`src/rtl/gamepad_event_arbiter_if.sv`:
```
// Event stream bundle between the gamepad event arbiter and its consumer.
// The arbiter drives valid/data at the FIFO head, and the consumer drives ready.
interface gamepad_event_arbiter_if;
  logic       evt_valid;
  logic       evt_ready;
  logic [5:0] evt_data;

  modport master (output evt_valid, output evt_data, input evt_ready);
  modport slave  (input evt_valid, input evt_data, output evt_ready);
endinterface

```
`src/rtl/gamepad_event_arbiter.sv`:
```
// Turns two controllers' button levels into a queued stream of press/release events.
// Inputs are snapshotted once per frame. The 24 slots are then scanned, one per cycle, into a shared FIFO.
module gamepad_event_arbiter #(
  parameter int FIFO_DEPTH = 8,
  parameter int CNT_W      = $clog2(FIFO_DEPTH) + 1
) (
  input  logic                     clk,
  input  logic                     rst_n,
  input  logic [11:0]              btn0,
  input  logic [11:0]              btn1,
  input  logic [1:0]               present,
  input  logic                     frame_strobe,
  input  logic                     clr_flags,
  gamepad_event_arbiter_if.master  evt,
  output logic [CNT_W-1:0]         fifo_count,
  output logic                     fifo_overflow,
  output logic                     frame_overrun
);

  localparam int PTR_W = $clog2(FIFO_DEPTH);
  localparam logic [CNT_W-1:0] FULL_COUNT = CNT_W'(FIFO_DEPTH);

  typedef enum logic {IDLE, SCAN} state_t;

  state_t           state;
  state_t           state_next;
  logic             snap;
  logic             scan_last;
  logic [4:0]       slot;
  logic             first_player;
  logic [1:0][11:0] masked;
  logic [1:0][11:0] cur;
  logic [1:0][11:0] chg;
  logic [1:0][11:0] prev;
  logic             player;
  logic [3:0]       idx;
  logic             push_req;
  logic [5:0]       push_data;
  logic             pop;
  logic             full;
  logic             push_ok;
  logic [5:0]       mem [FIFO_DEPTH];
  logic [PTR_W-1:0] wr_ptr;
  logic [PTR_W-1:0] rd_ptr;

  assign masked[0] = btn0 & {12{present[0]}};
  assign masked[1] = btn1 & {12{present[1]}};

  always_ff @(posedge clk or negedge rst_n) begin
    if (!rst_n) state <= IDLE;
    else        state <= state_next;
  end

  always_comb begin
    state_next = state;
    snap       = 1'b0;
    scan_last  = 1'b0;
    case (state)
      IDLE: begin
        if (frame_strobe) begin
          snap       = 1'b1;
          state_next = SCAN;
        end
      end
      SCAN: begin
        if (slot == 5'd23) begin
          scan_last  = 1'b1;
          state_next = IDLE;
        end
      end
    endcase
  end

  // The change mask is frozen at snapshot time, so input motion during a scan cannot disturb it.
  always_ff @(posedge clk or negedge rst_n) begin
    if (!rst_n) begin
      cur          <= '0;
      chg          <= '0;
      prev         <= '0;
      slot         <= '0;
      first_player <= 1'b0;
    end else if (snap) begin
      cur  <= masked;
      chg  <= masked ^ prev;
      prev <= masked;
      slot <= '0;
    end else if (state == SCAN) begin
      slot <= slot + 5'd1;
      if (scan_last) first_player <= ~first_player;
    end
  end

  assign player    = first_player ^ slot[0];
  assign idx       = slot[4:1];
  assign push_req  = (state == SCAN) && chg[player][idx];
  assign push_data = {player, cur[player][idx], idx};

  // A pop in the same cycle frees the slot, so a full FIFO can still take a push.
  assign pop     = evt.evt_valid && evt.evt_ready;
  assign full    = (fifo_count == FULL_COUNT);
  assign push_ok = push_req && (!full || pop);

  always_ff @(posedge clk) begin
    if (push_ok) mem[wr_ptr] <= push_data;
  end

  always_ff @(posedge clk or negedge rst_n) begin
    if (!rst_n) begin
      wr_ptr     <= '0;
      rd_ptr     <= '0;
      fifo_count <= '0;
    end else begin
      if (push_ok) wr_ptr <= wr_ptr + PTR_W'(1);
      if (pop)     rd_ptr <= rd_ptr + PTR_W'(1);
      case ({push_ok, pop})
        2'b10:   fifo_count <= fifo_count + CNT_W'(1);
        2'b01:   fifo_count <= fifo_count - CNT_W'(1);
        default: fifo_count <= fifo_count;
      endcase
    end
  end

  assign evt.evt_valid = (fifo_count != '0);
  assign evt.evt_data  = evt.evt_valid ? mem[rd_ptr] : 6'd0;

  always_ff @(posedge clk or negedge rst_n) begin
    if (!rst_n) begin
      fifo_overflow <= 1'b0;
      frame_overrun <= 1'b0;
    end else begin
      fifo_overflow <= (push_req && full && !pop) | (fifo_overflow & ~clr_flags);
      frame_overrun <= ((state == SCAN) && frame_strobe) | (frame_overrun & ~clr_flags);
    end
  end

endmodule

```
`src/flat_wrapper.sv`:
```
// flat-port wrapper written by rule: the top's interface ports become plain ports
module gamepad_event_arbiter_flat 
#(
  parameter int FIFO_DEPTH = 8,
  parameter int CNT_W      = $clog2(FIFO_DEPTH) + 1
)
  (clk, rst_n, btn0, btn1, present, frame_strobe, clr_flags, fifo_count, fifo_overflow, frame_overrun, evt_evt_valid, evt_evt_data, evt_evt_ready);
  gamepad_event_arbiter_if evt_i ();
  input  logic clk;
  input  logic rst_n;
  input  logic [11:0] btn0;
  input  logic [11:0] btn1;
  input  logic [1:0] present;
  input  logic frame_strobe;
  input  logic clr_flags;
  output logic [CNT_W-1:0] fifo_count;
  output logic fifo_overflow;
  output logic frame_overrun;
  output wire logic [$bits(evt_i.evt_valid)-1:0] evt_evt_valid;
  output wire logic [$bits(evt_i.evt_data)-1:0] evt_evt_data;
  input wire logic [$bits(evt_i.evt_ready)-1:0] evt_evt_ready;
  assign evt_evt_valid = evt_i.evt_valid;
  assign evt_evt_data = evt_i.evt_data;
  assign evt_i.evt_ready = evt_evt_ready;
  gamepad_event_arbiter #(.FIFO_DEPTH(FIFO_DEPTH), .CNT_W(CNT_W)) u_core (.clk(clk), .rst_n(rst_n), .btn0(btn0), .btn1(btn1), .present(present), .frame_strobe(frame_strobe), .clr_flags(clr_flags), .evt(evt_i), .fifo_count(fifo_count), .fifo_overflow(fifo_overflow), .frame_overrun(frame_overrun));
endmodule
```
`config.mk`:
```
export PLATFORM = sky130hd
export DESIGN_NAME = gamepad_event_arbiter_flat
export DESIGN_NICKNAME = d
export VERILOG_FILES = /design/src/rtl/gamepad_event_arbiter_if.sv /design/src/rtl/gamepad_event_arbiter.sv /design/src/flat_wrapper.sv
export SDC_FILE = /design/constraint.sdc
export NUM_CORES = 1
export LEC_CHECK = 0
export CORE_ASPECT_RATIO = 1.1
export CORE_UTILIZATION = 30
export DETAILED_ROUTE_END_ITERATION = 6
export PLACE_DENSITY = 0.45
export SYNTH_ARGS = -nofsm -noshare
export SYNTH_HDL_FRONTEND = slang
export SYNTH_SLANG_ARGS = --single-unit
```
`constraint.sdc`:
```
create_clock -name clk -period 3.13 [get_ports clk]
set_input_delay 0.939 -clock clk [delete_from_list [all_inputs] [get_ports clk]]
set_output_delay 0.939 -clock clk [all_outputs]
set_load 0.05 [all_outputs]
```
==> impl_metrics.toml <==
[cells_and_area]
regArea_um2 = 3120
nets = 546
fin_area_um2 = 6860
syn2layout_area_growth_pct = 27.39
drive_above_1_share = 0.1935
layout_commonest_cell = "nand2_1"
n_antenna_cell = 0
most-common-layout-cells = "nand2_1 (91), dfrtp_1 (65), o21ai_0 (52), edfxtp_1 (48), clkdlybuf4s50_1 (35)"
multi_input_area_um2 = 2148
fin_cells = 760
fin_util = 0.3895
n_fill_cell = 1732

[floorplanning]
rows = 51
dieArea_um2 = 18490
core_area_um2 = 17610
dieWidth_um = 129.7
start_util = 0.3058
ios = 44
die-height_um = 142.5

[detailed_routing]
drc = 0
firstDrtPassIters = 4
num_vias = 3420
initialDrtViolationCount = 154
ant_nets = 0
via_per_inst = 4.500
wl_per_cell_um = 15.62
routed_wl_um = 11870

[place]
placement.cell_area_um2 = 6202
dp_hpwl_um = 8289
place_congestion = 0.7473
portBuffers = 43
dp.cells = 722

[clocking]
cts_sinks = 115
cts_tree = "yes"
clk_pin_slew_worst_paths_ns = 0.06
h-tree-depth = 4
clk_latency_ns = 0.41
cts-root-buf = "clkbuf_16"
clockBufferDepth = 2
cts_buffers = 17
holdBufCountCts = 0

[synthesis]
yosysSeqAreaShare = 0.5790
syn-num-nets = 478
synth_edf_count = 48
async_reset_ff_frac = 0.5826
ys_types = 46
ys_ff_latch = 115
syn_area_per_cell_um2 = 12.21
synth_warnings = 0
synth_area_um2 = 5385
synth_ff_type = "dfrtp_1"
synthCells = 441

[worst_setup_path]
max_stage_delay_ns = 0.44
path_max_fanout = 5
cp-startpoint = "u_core.first_player"
endpoint_kind = "flop"
worstSetupPathType = "reg2reg"
arrival_ns = 3.29
crit_slowest_cell = "dfrtp_2"
critPathLaunchType = "flop"
regToRegStartpoint = "u_core.first_player"
critPathRequiredTime_ns = 3.43
path_cells = "xnor2_4 -> clkinv_4 -> buf_4 -> mux2i_1 -> o22ai_1 -> o41ai_2 -> buf_4 -> a21oi_4 -> nand2b_4 -> inv_2 -> ha_4 -> a21o_1 -> a21oi_2 -> and3_4 -> nand2_1 -> mux2i_1 -> a21oi_1"

[sta]
min_period_ns = 2.996
tightestPinTransition_ns = 0.9339
skew_ns = 0.01011
grt_setup_unrepaired = "yes"
slew_violations = 0
maxSlewHeadroom = 0.3708
setup_viol = 0
fin_setup_tns_ns = 0
fmax_mhz = 333.8
min_period_over_period = 0.9571
finalHoldViolations = 0

[pwr]
peakVddDrop_v = 0.0004728
p_leak_nw = 2.796
power_density_nw_per_um2 = 1171

[min_path]
min_from = "u_core.chg[16]"
worst_hold_path_type = "reg2reg"

[flow_run]
drv_cap = 0

[global_route]
overflow = 0
grt_max_degree = 97
grt_pass1_vias = 3546
grt_first_pass_wirelength_um = 19300
antenna_found_initial = 0
track_usage = 0.1416

[outcome]
status = "finished clean"
-- cell type report --
cell class                      instances  area share
Tap cell                              238     0.04341
Timing Repair inverter                  1   0.0007295
Multi-Input combinational cell        292      0.3131
Inverter                               12    0.007295
Timing Repair Buffer                   70     0.09447
Clock buffer                           17     0.06201
Clock inverter                         15     0.02407
Sequential cell                       115      0.4549
-- final timing paths --
check	endpoint	slack, ns	depth (start not counted)
min in group asynchronous	u_core.chg[6]	0.56	1
setup / recovery	u_core.fifo_count[3]	0.13	17
setup reg to reg	u_core.fifo_count[3]	0.13	17
max in group asynchronous	u_core.slot[0]	1.88	2
hold reg to reg	u_core.chg[16]	0.48	2
hold / removal	u_core.chg[16]	0.48	2
-- per-layer routing --
| metal | global-route usage | wire (µm) | vias to the layer above |
|---|---|---|---|
| met5 | 0 | 0 | - |
| met4 | 0.05508 | 227 | 0 |
| met3 | 0.03383 | 305 | 18 |
| met2 | 0.2359 | 5873 | 56 |
| met1 | 0.1763 | 5466 | 1627 |
| li1 | - | - | 1719 |
-- cells in the mapped netlist (2+ instances only) --
cell type   n  area share
mux2_2      4      0.0084
or3_1       4      0.0046
o211ai_1    2      0.0028
edfxtp_1   48        0.27
clkbuf_1   17       0.012
nor2b_1     2      0.0023
dfrtp_1    67        0.31
nand2b_1    6      0.0070
mux2i_1    15       0.028
o22ai_1     5      0.0058
nor4_1      5      0.0058
nor4b_2     2      0.0056
nand2_1    91       0.063
nand3_1     5      0.0046
nor3_1      5      0.0046
o21ai_0    52       0.048
nor2_1      9      0.0063
nand4_1     4      0.0046
mux4_1      6       0.029
xnor2_1     6      0.0098
xor2_1     25       0.041
mux4_2     13       0.054
ha_1        5       0.012
buf_1       3      0.0021
a21oi_1    10      0.0093
inv_1      10      0.0070
-- worst max-delay path: cells and delay by family (launching register included) --
family	cells	cell delay [ns]
compound gates	6	0.82
xor+xnor	1	0.23
fa+ha+maj	1	0.19
buf+inv	4	0.51
flops	1	0.44
mux	2	0.29
simple gates	3	0.41
-- power breakdown --
group | internal (mW) | switching, mW
Sequential | 2.24 | 0.468
Combinational | 1.53 | 1.86
Clock | 1.24 | 0.698
Total | 5.01 | 3.03
-- stage by stage --
step	power, mW	hold slack [ns]	worst slack, ns
final	8.037	0.4807	0.1344
after floorplan	5.054	0.4444	-0.09659
after global routing	8.578	0.5064	-0.04903
after detailed placement	6.040	0.4705	0.1440
after global placement	5.961	0.4713	0.1939
after CTS	7.988	0.4819	0.08411
-- flip-flops by register name, summed over array words and instances, names as in the netlist --
| name | flops |
|---|---|
| u_core.mem | 48 |
| u_core.chg | 24 |
| u_core.prev | 24 |
| u_core.slot | 5 |
| u_core.fifo_count | 4 |
| u_core.rd_ptr | 3 |
| u_core.wr_ptr | 3 |
| u_core.fifo_overflow | 1 |
| u_core.first_player | 1 |
| u_core.frame_overrun | 1 |
| u_core.state | 1 |
-- cell families after synthesis --
logic type,share of synthesized area
XOR/XNOR,0.05553
AO/OA/AOI/OAI,0.07784
flip-flops,0.5790
AND/OR/NAND/NOR,0.1185
buffers and inverters,0.02904
multiplexers,0.1248
adder cells (fa/ha/maj),0.01533
-- repair_timing --
item                                    CTS  global route
setup buffers                             0             5
endpoints found under the setup margin    0             7
gates resized for setup                   0             5
(Power assumes the default switching activity.)
